## config.mk

```make
export PLATFORM = sky130hd
export DESIGN_NAME = cbus_arbiter
export DESIGN_NICKNAME = d
export VERILOG_FILES = /design/src/rtl/cbus_arbiter.sv
export SDC_FILE = /design/constraint.sdc
export NUM_CORES = 1
export LEC_CHECK = 0
export ABC_AREA = 1
export CAP_MARGIN = 0
export CORE_AREA = 2 2 130 132
export DETAILED_ROUTE_END_ITERATION = 16
export DIE_AREA = 0 0 132 134
export GPL_TIMING_DRIVEN = 0
export PLACE_DENSITY = 0.51
export REMOVE_ABC_BUFFERS = 1
export SETUP_SLACK_MARGIN = 0.05
export SLEW_MARGIN = 30
export SYNTH_ARGS = -nofsm -noshare
export SYNTH_HDL_FRONTEND = slang
export SYNTH_SLANG_ARGS = --single-unit
```

## constraint.sdc

```tcl
create_clock -name aclk -period 1.6 [get_ports aclk]
set_clock_uncertainty 0.1 [all_clocks]
set_input_delay 0.32 -clock aclk [delete_from_list [all_inputs] [get_ports aclk]]
set_output_delay 0.32 -clock aclk [all_outputs]
set_load 0.02 [all_outputs]
```

## src/rtl/cbus_arbiter.sv

```systemverilog
// cbus_arbiter: grants one cache-bus requester per transaction, holding ownership until `last`.
// Define CBUS_ARB_RR_EN for round-robin arbitration; otherwise fixed priority (index 0 highest).
package cbus_pkg;
    typedef struct packed {
        logic        valid;
        logic        write;
        logic [31:0] addr;
        logic [7:0]  len;
        logic [31:0] data;
        logic [3:0]  strb;
    } cbus_req_t;

    typedef struct packed {
        logic        ready;
        logic        last;
        logic [31:0] data;
    } cbus_resp_t;
endpackage

module cbus_arbiter
    import cbus_pkg::*;
#(
    parameter  int unsigned NUM_REQ = 2,
    localparam int unsigned IDX_W   = (NUM_REQ > 1) ? $clog2(NUM_REQ) : 1
) (
    input  logic             aclk,
    input  logic             areset,
    input  cbus_req_t        ireqs  [NUM_REQ],
    output cbus_resp_t       oresps [NUM_REQ],
    output cbus_req_t        oreq,
    input  cbus_resp_t       iresp,
    output logic [IDX_W-1:0] grant_idx,
    output logic             busy
);

    typedef enum logic {StIdle, StBusy} state_e;

    state_e           state_q;
    logic [IDX_W-1:0] grant_q;
    logic [IDX_W-1:0] win_idx;
    logic             win_valid;

`ifdef CBUS_ARB_RR_EN
    logic [IDX_W-1:0] rr_ptr_q;

    // Search upward from rr_ptr with wrap; first valid requester wins.
    always_comb begin
        int unsigned j;
        j         = 0;
        win_valid = 1'b0;
        win_idx   = '0;
        for (int unsigned k = 0; k < NUM_REQ; k++) begin
            j = 32'(rr_ptr_q) + k;
            if (j >= NUM_REQ) j = j - NUM_REQ;
            if (!win_valid && ireqs[IDX_W'(j)].valid) begin
                win_valid = 1'b1;
                win_idx   = IDX_W'(j);
            end
        end
    end
`else
    always_comb begin
        win_valid = 1'b0;
        win_idx   = '0;
        for (int unsigned i = 0; i < NUM_REQ; i++) begin
            if (!win_valid && ireqs[i].valid) begin
                win_valid = 1'b1;
                win_idx   = IDX_W'(i);
            end
        end
    end
`endif

    always_ff @(posedge aclk) begin
        if (areset) begin
            state_q  <= StIdle;
            grant_q  <= '0;
`ifdef CBUS_ARB_RR_EN
            rr_ptr_q <= '0;
`endif
        end else begin
            case (state_q)
                StIdle: begin
                    if (win_valid) begin
                        state_q <= StBusy;
                        grant_q <= win_idx;
`ifdef CBUS_ARB_RR_EN
                        rr_ptr_q <= (32'(win_idx) + 1 == NUM_REQ) ? '0 : IDX_W'(win_idx + 1'b1);
`endif
                    end
                end
                StBusy: begin
                    if (iresp.ready && iresp.last) state_q <= StIdle;
                end
                default: state_q <= StIdle;
            endcase
        end
    end

    assign busy      = (state_q == StBusy);
    assign grant_idx = grant_q;

    // Request and response paths are combinational so data/strobe follow the owner beat by beat.
    always_comb begin
        oreq = '0;
        if (busy) oreq = ireqs[grant_q];
        for (int unsigned i = 0; i < NUM_REQ; i++) begin
            oresps[i] = '0;
            if (busy && grant_q == IDX_W'(i)) oresps[i] = iresp;
        end
    end

endmodule
```

==> key figures <==
Logic synthesis
  • Count leader, synth: nand2_1
  • Ys flop type: dfxtp_1
  • #FFs+latches synth: 2
  • Adder-Cell Fraction of Synth Area: 0%
  • Number of flops mapped to enable cells by yosys: 0
  • Ys async rst share: 0%
  • Syn Inst Count: 381
  • Sequential-to-total area share from yosys stat: under 10%
  • Largest area contributor in the netlist: nand2_1
  • Simple-gate portion of the synthesized area: 50.1%
  • Yosys top cell area share: between 20% and 30%
  • Area contributors post-synth: nand2_1, a21oi_2, nor2_1, a21oi_1, nand2_2
  • Post-synthesis mux area share: 0%
  • Synth unique cells: 17
  • XOR/XNOR Fraction of Synth Area: 0%
  • Compound-Gate Fraction of Synth Area: 28.2%
  • Syn_area_per_cell: roughly 4.9 sq um
  • Combinational family with the most area after synthesis: simple AND/OR/NAND/NOR gates
  • Cell area after synthesis: between 1500 and 2000 sq um
  • Warning count from the yosys run: 0
  • Top cells by count, synth: nand2_1, nor2_1, a21oi_1, inv_1, nand2_2

Routing
  • First-pass detailed-route iteration total: 4
  • # DRC: 0
  • WL/cell: 19.6 microns
  • Vias: 4171
  • Detailed Route WL: 19.5 mm
  • Drt first-iter violations: 129
  • Vias per cell: 4.21
  • DRT antenna net count: 0

Clock network
  • Maximum clock path buffer count: 2
  • CTS Root Cell: clkbuf_16
  • CTS sink count: 2
  • TritonCTS clock tree: built
  • Clk slew on worst S/H paths: approximately 0.030 ns
  • H-tree lvl count: 1
  • Total clock buffers created by CTS: 3
  • Worst-Skew Late Latency: 0.23 ns

Setup path
  • Setup crit start kind: flip-flop
  • Worst Setup SP: grant_idx$_SDFFE_PP0P_
  • CP Data Arrival Time: 1.47 ns
  • CP max FO: 7
  • CP required: between 1 and 1.5 ns
  • WS Path Type: reg2out
  • FF-to-FF path depth: 6
  • Worst setup path end: oreq[33]
  • Crit end category: output pin
  • Worst r2r dst: grant_idx$_SDFFE_PP0P_
  • R2r setup slk: 0.32 ns
  • R2R Path Start: grant_idx$_SDFFE_PP0P_

Placed design
  • Post-Place Setup Slack: -1.74 ns
  • RD Place Congestion: slightly above 0.8
  • HPWL Detailed: 10.6 mm
  • Port bufs: roughly 340
  • Dpl cells: 910

Die
  • Core area: 16300 sq um
  • Chip Height: 134 microns
  • Initial Utilization: 11.5%
  • IO Pins: 340
  • Row cnt: 47
  • Die area: 17700 sq um
  • Die Width: 132 microns

Cells and area
  • Syn-to-layout area delta: 290%
  • N_diodes: 0
  • NumNets Final: a little under 1000
  • Fin cells: 991
  • Share of layout cells above drive strength 1: about 56%
  • Fillers: 1613

STA
  • Finish-stage setup viols: ~150
  • Min Tclk post-route: approximately 1.9 ns
  • Slew @ Worst Pin: 0.232 ns
  • Achievable Freq: approximately 530 MHz
  • RSZ-0062 raised after global routing: true
  • Slew Limit Fails: 0
  • Final worst-path cycle share: 118%
  • Hold Fails Final Rpt: 0
  • Final worst setup slack: -0.288 ns
  • Worst rel slew slack: 84.5%

Run status
  • Failing checks: setup timing
  • Status: complete, but fails checks

Pwr
  • Peak supply drop: just under 0.0003 V
  • Leak: 0.00319 uW
  • Cell Pwr Density: 416 nW/um^2

Global routing
  • GRT overflow: 0
  • Largest net degree at the start of global routing: 36
  • First-pass GRT wire length: 25.2 mm
  • Vias in the first global route: 4098
  • Initial antenna violation count: 0
  • All-Layer GR Usage: between 10% and 20%

Job
  • Max cap viols: 0

Min path
  • Hold Crit Class: in2reg
layer usage:
metal	track usage, %	share of wire (%)
met1	19.6	36
met2	38.2	56
met3	3.89	6.5
met4	2.42	1.5
met5	0	0
cell families after synthesis:
family / Yosys count
simple gates: 228
compound gates: 82
buf+inv: 69
flops: 2
stage by stage:
stage	total power (uW)	TNS [ns]	hold WS, ns	util [%]	cell area [sq um]
3_5_place_dp	1850	-156.93	0.495	33.0	5380
2_1_floorplan	775	-252.49	0.289	-	1640
4_1_cts	2720	-46.00	0.557	39.6	6460
3_3_place_gp	1830	-498.62	0.450	32.6	5310
6_report	3030	-27.63	0.566	44.6	7270
5_1_grt	3160	-33.77	0.574	44.6	7270
registers in the layout, indices dropped and copies added, names as in the netlist:
name       count
grant_idx      1
busy           1
layout by cell type, fill, tap and decap left out, types with 6 or more instances in the layout:
| master | netlist | routed |
|---|---|---|
| inv_1 | 35 | 35 |
| nand2_2 | 31 | 59 |
| nand2_1 | 127 | 78 |
| a21oi_2 | 30 | 65 |
| buf_4 | 4 | 89 |
| buf_16 | 0 | 6 |
| nand2_4 | 0 | 19 |
| nor2_1 | 69 | 22 |
| buf_6 | 2 | 93 |
| buf_12 | 0 | 13 |
| clkbuf_16 | 0 | 7 |
| inv_16 | 0 | 7 |
| nor2_4 | 0 | 30 |
| buf_8 | 4 | 8 |
| nand2_8 | 0 | 8 |
| nor2_2 | 0 | 17 |
| a21oi_1 | 49 | 9 |
| clkdlybuf4s50_1 | 0 | 191 |
timing repair:
| action | CTS | global route |
|---|---|---|
| hold buffers | 0 | 0 |
| pin swaps | 13 | 58 |
| buffers inserted | 49 | 8 |
| endpoints found under the setup margin | 148 | 148 |
| gates cloned | 18 | 7 |
| resized for setup | 887 | 224 |
how the worst min path moves through the flow:
stage	from	end	slack, ns	depth (start not counted)
finish	areset	busy$_SDFF_PP0_	0.57	2
floorplan	areset	busy$_SDFF_PP0_	0.29	1
global route	areset	busy$_SDFF_PP0_	0.57	2
CTS	areset	busy$_SDFF_PP0_	0.56	2
global placement	busy$_SDFF_PP0_	busy$_SDFF_PP0_	0.45	2
detailed placement	busy$_SDFF_PP0_	busy$_SDFF_PP0_	0.49	2
final cells by class:
| class | instances | area (sq um) | share of cell area [%] |
|---|---|---|---|
| repair buffers | 405 | 4280 | 58.9 |
| repair inverters | 7 | 125 | 1.72 |
| multi-input cells | 316 | 2290 | 31.5 |
| clock buffers | 4 | 78.8 | 1.08 |
| well taps | 220 | 275 | 3.79 |
| inverters | 37 | 171 | 2.36 |
| flip-flops and latches | 2 | 47.5 | 0.654 |
power by group:
| part | internal [uW] | switching, uW | leakage [uW] |
|---|---|---|---|
| Clock | 329 | 75.8 | 0.0000382 |
| Sequential | 54.5 | 7.82 | 0.0000178 |
| Combinational | 1280 | 1280 | 0.00314 |
worst max-delay path: stages, from the launching register on:
cell	delay [ns]
dfxtp_4	0.38
buf_6	0.13
buf_12	0.12
buf_12	0.12
buf_12	0.15
nand2_2	0.06
a21oi_2	0.14
buf_6	0.13
Power figures use the tool's default switching activity.
